`config.mk`:
```
export PLATFORM = sky130hd
export DESIGN_NAME = fetch_stage
export DESIGN_NICKNAME = d
export VERILOG_FILES = /design/src/rtl/fetch_stage_pkg.sv /design/src/rtl/fetch_stage_if_id_register.sv /design/src/rtl/fetch_stage.sv
export SDC_FILE = /design/constraint.sdc
export NUM_CORES = 1
export LEC_CHECK = 0
export CORE_ASPECT_RATIO = 0.9
export CORE_MARGIN = 3
export CORE_UTILIZATION = 33
export DETAILED_ROUTE_END_ITERATION = 8
export GPL_TIMING_DRIVEN = 0
export MAX_ROUTING_LAYER = met4
export SETUP_SLACK_MARGIN = 0.05
export SYNTH_ARGS = -nofsm -noshare
export SYNTH_HDL_FRONTEND = slang
export SYNTH_SLANG_ARGS = --single-unit
```
`constraint.sdc`:
```
create_clock -name clk -period 2.25 [get_ports clk]
set_input_delay 0.675 -clock clk [delete_from_list [all_inputs] [get_ports clk]]
set_output_delay 0.675 -clock clk [all_outputs]
set_load 0.03 [all_outputs]
```
`src/rtl/fetch_stage_pkg.sv`:
```
// -----------------------------------------------------------------------------
// fetch_stage_pkg
//   Definitions shared by the fetch stage and the stages that consume IF/ID:
//   the architectural word width, the bubble encoding (NOP) and the default
//   reset PC. Also provides the PC+4 helper (add4) so every user computes the
//   sequential address the same way.
// -----------------------------------------------------------------------------
package fetch_stage_pkg;

    localparam int          MIPS_WORD_W   = 32;
    localparam logic [31:0] MIPS_NOP      = 32'h0000_0000;
    localparam logic [31:0] MIPS_RESET_PC = 32'h0000_0000;

    // Sequential fetch address. Wraps modulo 2^32 by construction.
    function automatic logic [MIPS_WORD_W-1:0] add4(input logic [MIPS_WORD_W-1:0] a);
        return a + 32'd4;
    endfunction

endpackage

```
`src/rtl/fetch_stage_if_id_register.sv`:
```
// -----------------------------------------------------------------------------
// if_id_register
//   IF/ID pipeline latch. Priority per clock edge: flush > hold > load.
//   A flush writes a bubble (NOP, pc4 = 0, valid = 0); hold keeps the current
//   contents unchanged; otherwise the fetched instruction is captured valid.
// Ports
//   clk       in   clock, rising edge
//   rst_n     in   asynchronous active-low reset (contents become a bubble)
//   hold_i    in   keep current contents
//   flush_i   in   replace contents with a bubble
//   instr_i   in   fetched instruction word
//   pc4_i     in   PC+4 of the fetched instruction
//   instr_o   out  latched instruction
//   pc4_o     out  latched PC+4
//   valid_o   out  1 = real instruction, 0 = bubble
// -----------------------------------------------------------------------------
module if_id_register
    import fetch_stage_pkg::*;
(
    input  logic                   clk,
    input  logic                   rst_n,
    input  logic                   hold_i,
    input  logic                   flush_i,
    input  logic [MIPS_WORD_W-1:0] instr_i,
    input  logic [MIPS_WORD_W-1:0] pc4_i,
    output logic [MIPS_WORD_W-1:0] instr_o,
    output logic [MIPS_WORD_W-1:0] pc4_o,
    output logic                   valid_o
);

    logic [MIPS_WORD_W-1:0] instr_q, instr_d;
    logic [MIPS_WORD_W-1:0] pc4_q,   pc4_d;
    logic                   valid_q, valid_d;

    always_comb begin
        instr_d = instr_q;
        pc4_d   = pc4_q;
        valid_d = valid_q;
        if (flush_i) begin
            instr_d = MIPS_NOP;
            pc4_d   = '0;
            valid_d = 1'b0;
        end else if (!hold_i) begin
            instr_d = instr_i;
            pc4_d   = pc4_i;
            valid_d = 1'b1;
        end
    end

    always_ff @(posedge clk or negedge rst_n) begin
        if (!rst_n) begin
            instr_q <= MIPS_NOP;
            pc4_q   <= '0;
            valid_q <= 1'b0;
        end else begin
            instr_q <= instr_d;
            pc4_q   <= pc4_d;
            valid_q <= valid_d;
        end
    end

    assign instr_o = instr_q;
    assign pc4_o   = pc4_q;
    assign valid_o = valid_q;

endmodule

```
`src/rtl/fetch_stage.sv`:
```
// -----------------------------------------------------------------------------
// fetch_stage
//   Instruction fetch for the pipelined MIPS core. Owns the PC, addresses the
//   combinational instruction ROM and feeds the IF/ID register. Edge priority
//   is redirect > stall > sequential fetch. A redirect costs exactly one
//   bubble; a stall freezes PC, IF/ID and the fetch counter.
// Ports
//   clk          in   clock, rising edge
//   rst_n        in   asynchronous active-low reset
//   stall        in   hold PC and IF/ID (load-use hazard in decode)
//   redirect     in   taken branch/jump: load redirect_pc and flush IF/ID
//   redirect_pc  in   byte target address, bits [1:0] ignored
//   imem_addr    out  ROM word address (pc[ADDR_W+1:2]), combinational
//   imem_data    in   ROM read data for imem_addr
//   pc           out  current fetch PC (byte address)
//   if_id_instr  out  latched instruction
//   if_id_pc4    out  latched PC+4 of that instruction
//   if_id_valid  out  1 = real instruction, 0 = bubble
//   fetch_count  out  number of instructions latched valid (wraps)
// -----------------------------------------------------------------------------
module fetch_stage
    import fetch_stage_pkg::*;
#(
    parameter int          ADDR_W   = 8,
    parameter logic [31:0] RESET_PC = MIPS_RESET_PC,
    parameter int          CNT_W    = 16
) (
    input  logic                   clk,
    input  logic                   rst_n,
    input  logic                   stall,
    input  logic                   redirect,
    input  logic [MIPS_WORD_W-1:0] redirect_pc,
    output logic [ADDR_W-1:0]      imem_addr,
    input  logic [MIPS_WORD_W-1:0] imem_data,
    output logic [MIPS_WORD_W-1:0] pc,
    output logic [MIPS_WORD_W-1:0] if_id_instr,
    output logic [MIPS_WORD_W-1:0] if_id_pc4,
    output logic                   if_id_valid,
    output logic [CNT_W-1:0]       fetch_count
);

    logic [MIPS_WORD_W-1:0] pc_q, pc_d;
    logic [MIPS_WORD_W-1:0] pc_plus4;
    logic [CNT_W-1:0]       fetch_count_q, fetch_count_d;
    logic                   advance;
    logic                   unused_redirect_lsbs;

    assign pc_plus4 = add4(pc_q);
    assign advance  = !redirect && !stall;

    // Target LSBs are forced to zero, so pc[1:0] stays 00 from reset onward.
    assign unused_redirect_lsbs = ^redirect_pc[1:0];

    always_comb begin
        pc_d          = pc_q;
        fetch_count_d = fetch_count_q;
        if (redirect) begin
            pc_d = {redirect_pc[MIPS_WORD_W-1:2], 2'b00};
        end else if (!stall) begin
            pc_d          = pc_plus4;
            fetch_count_d = fetch_count_q + CNT_W'(1);
        end
    end

    always_ff @(posedge clk or negedge rst_n) begin
        if (!rst_n) begin
            pc_q          <= {RESET_PC[MIPS_WORD_W-1:2], 2'b00};
            fetch_count_q <= '0;
        end else begin
            pc_q          <= pc_d;
            fetch_count_q <= fetch_count_d;
        end
    end

    // Only the word-address bits reach the ROM; higher PC bits alias.
    assign imem_addr = pc_q[ADDR_W+1:2];

    if_id_register u_if_id (
        .clk     (clk),
        .rst_n   (rst_n),
        .hold_i  (!advance && !redirect),
        .flush_i (redirect),
        .instr_i (imem_data),
        .pc4_i   (pc_plus4),
        .instr_o (if_id_instr),
        .pc4_o   (if_id_pc4),
        .valid_o (if_id_valid)
    );

    assign pc          = pc_q;
    assign fetch_count = fetch_count_q;

endmodule

```
Yosys cells after proc, flatten, opt, wreduce, memory -nomap -nowiden:

Cells that the tools add are included.

* reduce and logical (&&, ||, !) cells: 6
* bitwise gates (word level): 2
* add/subtract/negate cells: 2
* equality and inequality tests: 2
* muxes and demuxes: 8

Operator list (number)
* $mux 32: 6
* $add 32x3->32 const B: 1
* $add 16x1->16 const B: 1
* $logic_not 1->1: 3
* $logic_and 1x1->1: 2
* $mux 1: 2
* $ne 2x1->1 const B: 1
* $ne 2x2->1 const B: 1
* $not 1->1: 2
* $reduce_and 2->1: 1

* output and inout port bits: 121
* register bits after elaboration: 113
* input bits: 68

Longest topological paths before layout:

Gate-level depths: netlist of the first run.

* depth after elaboration: 6
* gate-level depth with buffers: 6
* mapped depth without buffers: 5

Cells and area by module:

A second synthesis of the first run with hierarchy kept.

* cell total of the unflattened synthesis: 571
* area total of the unflattened synthesis: 5725.5 µm²

By module, submodules not included
* fetch_stage: cells an instance 362, area an instance 3086.7 µm², sequential area each 1151.1 µm², times used 1
* if_id_register: cells an instance 209, area an instance 2638.8 µm², sequential area each 1626.6 µm², times used 1

Worst setup path before layout of the first run:

Ideal clock, no wire load.

* kind: register to register
* start: register pc_q[11] (netlist: pc[11])
* end: register pc_q[22] (netlist: pc[22])
* cell stages (with the launch flop): 7
* data arrival time: 2.234 ns
* slack: -0.066 ns
* library setup time: 0.082 ns
* required time: 2.168 ns
* cells stage by stage: dfrtp_1 -> buf_2 -> nand4_1 -> or4_4 -> buf_6 -> or4b_1 -> a31oi_1

* word-level cells in the longest chain between the ends: 3

Ends and longest elaborated chain
* start, declared: line fetch_stage.sv:42 `logic [MIPS_WORD_W-1:0] pc_q, pc_d;`
* start signal, assigned: line fetch_stage.sv:67 `pc_q <= {RESET_PC[MIPS_WORD_W-1:2], 2'b00};`
* start signal, assigned: line fetch_stage.sv:70 `pc_q <= pc_d;`
* $add 32x3->32: line fetch_stage_pkg.sv:16 `return a + 32'd4;`
* $mux 32: line fetch_stage.sv:59 `end else if (!stall) begin`
* $mux 32: line fetch_stage.sv:57 `if (redirect) begin`

Every way passes these cells. The select of a mux whose other input is x is not followed.
A chain may end at the register's enable or synchronous reset.

Final worst setup path of the first run:

* start: register pc_q[8] (netlist: pc[8])
* end: register u_if_id.pc4_q[29] (netlist: u_if_id.pc4_o[29])

* word-level cells in the longest chain between the ends: 3

Ends and longest elaborated chain
* $add 32x3->32: line fetch_stage_pkg.sv:16
* $mux 32: line fetch_stage_if_id_register.sv:43 `end else if (!hold_i) begin`
* $mux 32: line fetch_stage_if_id_register.sv:39 `if (flush_i) begin`
* end signal, assigned: line fetch_stage_if_id_register.sv:57 `pc4_q <= pc4_d;`
* end, declared: line fetch_stage_if_id_register.sv:32 `logic [MIPS_WORD_W-1:0] pc4_q, pc4_d;`

Every way passes these cells. The select of a mux whose other input is x is not followed.

==> impl_metrics.ini, run 1 <==
[clock_tree]
cts_buffers = 9
clk_pin_slew_ns = 0.08
clock_sinks = 110
cts.path.max_buffers = 2
cts_tree = yes
root_buffer = clkbuf_16
clk_latency_ns = 0.36
htree_levels = 3

[sta]
rsz0062_at_grt = true
finClkSkew_ns = 0.008748
setup-violations-final = 0
fmax_mhz = 453.2
fin_hold_ws_ns = 0.2251
hold_violations = 0
fin_crit_ns = 2.206
max-slew-margin-rel_pct = 53.20
fin_ws_ns = 0.04370
worst_pin_slew_ns = 0.6925
drv_slew = 0
finalCritPeriodShare_pct = 98.06

[die]
start_util_pct = 34.26
coreArea_um2 = 16460
dieArea_um2 = 18700
rows = 44
die_height_um = 130.0
die_w_um = 143.8
io_pins = 189

[finish]
syn2layout_area_growth_pct = 53.03
multi_input_area_um2 = 2709
fillCellCount = 1538
ff_latch_area_um2 = 2780
fin_nets = 872
layout.cells.most_common = clkdlybuf4s50_1
drive_above_1_share_pct = 18.59
final_util_pct = 52.42
postLayoutCellArea_um2 = 8630
diodes = 0
final_cell_mix = clkdlybuf4s50_1 (148), dfrtp_1 (88), nor2_1 (74)

[detailed_routing]
detail_route.wirelength_um = 19030
firstDrtPassIters = 6
via_per_inst = 5.257
vias = 5331
drt_iter0_markers = 321
post_drt_wl_per_cell_um = 18.76
postRouteAntennaNets = 0
drc_errors = 0

[critical_path]
reg2reg_slack_ns = 0.04
reg2reg_depth = 6
path_max_fanout = 8
crit_end = u_if_id.pc4_o[29]
worstSetupPathType = reg -> reg
worst_ep_required_time_ns = 2.51
regToRegStartpoint = pc[8]
start_kind = flop
setup.worst_path.start = pc[8]
end_kind = flop
worstPathArrival_ns = 2.47
r2r_end = u_if_id.pc4_o[29]

[place]
dpl_cell_area_um2 = 7787
dp_slack_ns = -1.088
globalplace.congestion = 0.8461
numPortBuffers = 183
place_hpwl_um = 13780

[job]
drv_cap = 0

[yosys]
synth_area_per_cell_um2 = 9.824
ys_warn_count = 0
synthTopCellsByArea = dfrtp_1 (49%), mux2i_1 (5.7%), nor2_1 (4.9%)
synthDistinctLibCells = 48
synth_top_cell_by_area = dfrtp_1
synth_top_area_share_pct = 48.81
async_flop_share_pct = 100.0
netlist_area_um2 = 5639
seq_area_frac_synth_pct = 48.81
synth.ff_latch_count = 110
synth_cells = 574
synth_edf_count = 0
synth_flop_cell = dfrtp_1

[global_route]
grt_use_total_pct = 20.85
antenna_found_initial = 0
grt_pass1_wl_um = 29250
grt_pass1_vias = 5257
grt_max_degree = 70
grt_overflow_total = 0

[pwr]
p_leak_nw = 3.684
powerDensity_nw_per_um2 = 659.6
max-vdd-ir-drop_mv = 0.6464
power_mw = 5.692

[status]
status = finished clean

[worst_hold_path]
hp-class = in -> async
## worst max-delay path, cell delays in order (launching register included)
cell	delay [ns]
dfrtp_2	0.39
buf_6	0.14
nand4_1	0.20
or3_4	0.45
buf_6	0.14
or4_1	0.52
a311oi_1	0.27
## logic make-up (layout without fill, tap and decap cells)
group | count (synthesis) | after routing | share of synthesized area, %
and+or+nand+nor | 225 | 225 | 20.55
adders and majority gates | 2 | 2 | 0.4437
xor gates and xnor gates | 40 | 40 | 6.213
buffers and inverters | 66 | 298 | 6.412
muxes | 34 | 34 | 6.079
DFF | 110 | 110 | 48.81
AOI/OAI and AO/OA | 96 | 96 | 11.43
other | 1 | 2 | 0.06650
## state kept, by name, summed over array words and instances, names as in the netlist
register and cells:
fetch_count 16, pc 30, u_if_id.instr_o 32, u_if_id.pc4_o 31, u_if_id.valid_o 1
## layout make-up
cell class	count	area share (%)
clock buffers	9	2.610
inverters	10	0.4350
well taps	207	3.001
flip-flops and latches	110	32.22
clock inverters	7	1.044
repair buffers	217	24.62
plain buffers	55	4.683
multi-input cells	399	31.39
## per-stage QoR
stage          TNS, ns  instances
2_1_floorplan        0        575
3_3_place_gp   -496.35        965
3_5_place_dp    -73.04        966
4_1_cts              0        999
5_1_grt        -0.1344       1014
6_report             0       1014
## timing repair
item	4_1_cts	5_1_grt
resized for setup	56	61
endpoints found under the setup margin	113	31
hold buffers	0	0
pin swaps	8	19
buffers inserted	18	16
## worst min path at each step
stage / start / to / slack, ns / cells after the start
4_1_cts: rst_n / u_if_id.instr_o[23] / 0.24 / 1
3_3_place_gp: fetch_count[15] / fetch_count[15] / 0.46 / 1
5_1_grt: rst_n / u_if_id.instr_o[30] / 0.24 / 1
2_1_floorplan: rst_n / fetch_count[0] / 0.38 / 0
6_report: rst_n / u_if_id.pc4_o[25] / 0.23 / 1
3_5_place_dp: u_if_id.valid_o / u_if_id.valid_o / 0.48 / 1
## where the power goes
| group | total, mW | switching [mW] | internal, mW |
|---|---|---|---|
| sequential | 2.35 | 0.192 | 2.16 |
| clock | 1.72 | 0.825 | 0.891 |
| combinational | 1.63 | 0.920 | 0.705 |
## synthesized netlist by cell type (all sizes together) (3+ instances only)
library cell / n
a2111oi: 3
a211oi: 10
a21oi: 11
a311oi: 10
a31oi: 13
and3: 4
and4: 9
buf: 29
clkbuf: 27
dfrtp: 110
inv: 10
mux2i: 32
nand2: 44
nand2b: 4
nand3: 14
nand3b: 3
nand4: 17
nor2: 74
nor3: 8
nor4: 9
o21a: 3
o21ai: 23
o31a: 3
o31ai: 15
or3: 9
or4: 21
xnor2: 27
xor2: 13
## metal layers
layer | wire length [um] | track usage (%) | vias to the layer above
li1 | - | - | 2504
met2 | 8811 | 31.62 | 218
met5 | 0 | - | -
met1 | 8148 | 26.77 | 2575
met3 | 1593 | 6.486 | 34
met4 | 473 | 6.700 | 0
(Power assumes the default switching activity.)
==> inputs of run 2 (changes only) <==
Settings changed: CORE_UTILIZATION 33 to 45, PLACE_DENSITY set to 0.79, SYNTH_HIERARCHICAL set to 1.
==> impl_metrics.ini, run 2 <==
[detailed_routing]
drc_errors = 0
firstDrtPassIters = 5
drt_iter0_markers = 276
via_per_inst = 5.422
vias = 5183
postRouteAntennaNets = 0
post_drt_wl_per_cell_um = 17.70
detail_route.wirelength_um = 16920

[critical_path]
worst-path-buf-inv = 1
critPathSlowestCell = or4_4
worst_ep_required_time_ns = 2.47
critical_path.cell_chain = buf_6 > nand3_4 > or4_4 > or4_4 > xnor2_1 > mux2i_1 > nor2_1
critical_path.top_delay_family = simple AND/OR/NAND/NOR gates
worstSetupPathType = reg -> reg
critPathMaxStageDelay_ns = 0.55
crit_top_cell = or4_4
path_max_fanout = 5
end_kind = flop
worstPathArrival_ns = 2.39
start_kind = flop

[clock_tree]
clock_sinks = 111
cts_buffers = 9
cts_tree = yes
htree_levels = 3
cts.path.max_buffers = 2
root_buffer = clkbuf_16
clk_latency_ns = 0.35
clk_pin_slew_ns = 0.07

[place]
place_hpwl_um = 12530
numPortBuffers = 184
dp_slack_ns = -0.9621
placedCellCount = 919
globalplace.congestion = 0.8872

[yosys]
synthDistinctLibCells = 44
synth_flop_cell = dfrtp_1
synth_area_per_cell_um2 = 10.03
seq_area_frac_synth_pct = 48.51
synthSimpleGateAreaFrac_pct = 20.69
synth_cells = 571
synthXorXnorAreaFrac_pct = 8.566
synth_compound_area_share_pct = 4.436
synth_edf_count = 0
synth.mux.area_fraction_pct = 11.76
yosysMostFrequentCell = dfrtp_1
ys_warn_count = 6
synthAdderAreaFrac_pct = 0.4371
synth_common_cells = dfrtp_1 (111), nor2_1 (95), mux2i_1 (65)
synth_top_area_share_pct = 48.51
synthTopCellsByArea = dfrtp_1 (49%), mux2i_1 (11%), nor2_1 (6.2%)
netlist_area_um2 = 5725
synth.ff_latch_count = 111
synth_top_cell_by_area = dfrtp_1
synth_top_family_by_area = simple AND/OR/NAND/NOR gates
async_flop_share_pct = 100.0

[sta]
hold_violations = 0
fmax_mhz = 460.3
worst_pin_slew_ns = 0.8611
drv_slew = 0
max-slew-margin-rel_pct = 41.81
finClkSkew_ns = 0.008223
setup-violations-final = 0
fin_crit_ns = 2.172
finalCritPeriodShare_pct = 96.55
fin_ws_ns = 0.07760
rsz0062_at_grt = true
setup_tns_ns = 0

[global_route]
antenna_found_initial = 0
grt_max_degree = 72
grt_overflow_total = 0
grt_pass1_wl_um = 26650
grt_use_total_pct = 24.06
grt_pass1_vias = 5070

[die]
coreArea_um2 = 12270
rows = 38
start_util_pct = 46.67
die_height_um = 113.0
io_pins = 189
die_w_um = 124.9
dieArea_um2 = 14110

[pwr]
p_sw_share_pct = 33.46
clkPwrFrac_pct = 27.3
p_leak_nw = 3.661
p_comb_share_pct = 29.7
power_frac_seq_pct = 43.0
switchingPower_mw = 1.856
power_mw = 5.547
p_int_mw = 3.691
max-vdd-ir-drop_mv = 0.8688
powerDensity_nw_per_um2 = 661.5

[finish]
fillCellCount = 961
drive_above_1_share_pct = 12.56
layout.cells.most_common = clkdlybuf4s50_1
diodes = 0
final_util_pct = 68.35
finalNonFillerCells = 956
syn2layout_area_growth_pct = 46.44
fin_nets = 861
final_cell_mix = clkdlybuf4s50_1 (152), dfrtp_1 (99), nor2_1 (94)

[status]
status = finished clean

[worst_hold_path]
hp-class = in -> async

[job]
drv_cap = 0
==> run 2: logic make-up after synthesis <==
family / count (synthesis)
AND/OR/NAND/NOR: 239
flip-flops: 111
multiplexers: 67
XOR/XNOR: 56
buffers and inverters: 54
AO/OA/AOI/OAI: 41
adder cells (fa/ha/maj): 2
other: 1
==> run 2: metrics by stage <==
step	cell area [um2]	hold WS, ns
after floorplan	5783	0.3794
after global placement	7825	0.4615
after detailed placement	7850	0.4598
after CTS	8190	0.3170
after global routing	8384	0.3322
final	8384	0.3002
==> run 2: final timing paths <==
kind / from / endpoint / slack, ns / cells past startpoint
setup / recovery: pc[4] / u_if_id/pc4_o[27] / 0.08 / 7
max in group asynchronous: rst_n / u_if_id/instr_o[9] / 1.21 / 2
hold / removal: rst_n / u_if_id/instr_o[30] / 0.30 / 1
setup reg to reg: pc[4] / u_if_id/pc4_o[27] / 0.08 / 7
hold reg to reg: fetch_count[15] / fetch_count[15] / 0.47 / 1
min in group clk: fetch_count[15] / fetch_count[15] / 0.47 / 1
==> run 2: what timing repair did <==
action                                  in CTS  in global routing
hold buffers                                 0                  0
endpoints found under the setup margin     112                 64
resized for setup                           37                 30
pin swaps                                    1                  5
buffers inserted                             5                 15
gates cloned                                 0                  1
==> run 2: power by group through the flow <==
stage               Combinational (mW)  Clock, mW  Sequential, mW
global route                      1.75       1.63            2.42
finish                            1.65       1.52            2.38
detailed placement                1.63          0            2.42
CTS                               1.62       1.55            2.38
floorplan                        0.542          0            2.76
global placement                  1.60          0            2.41
==> run 2: routing by layer <==
| layer | vias to the layer above | GRT usage (%) | wire, um |
|---|---|---|---|
| li1 | 2414 | - | - |
| met1 | 2548 | 32.50 | 7369 |
| met2 | 198 | 37.07 | 7991 |
| met3 | 23 | 5.852 | 1246 |
| met4 | 0 | 5.925 | 314 |
| met5 | - | - | 0 |
==> run 2: cell type report <==
cell class / instances / area [um2] / share of cell area (%)
repair buffers: 206 / 2013 / 24.01
clock inverters: 4 / 30.03 / 0.3582
flip-flops and latches: 111 / 2793 / 33.31
multi-input cells: 409 / 2743 / 32.71
clock buffers: 12 / 246.5 / 2.940
well taps: 160 / 200.2 / 2.388
inverters: 10 / 37.54 / 0.4477
plain buffers: 44 / 321.6 / 3.835
==> inputs of run 3 (changes only) <==
Settings changed: CAP_MARGIN set to 20.
==> results of run 3 <==
Same layout as run 2: the final DEF is identical, and so are final timing and power.
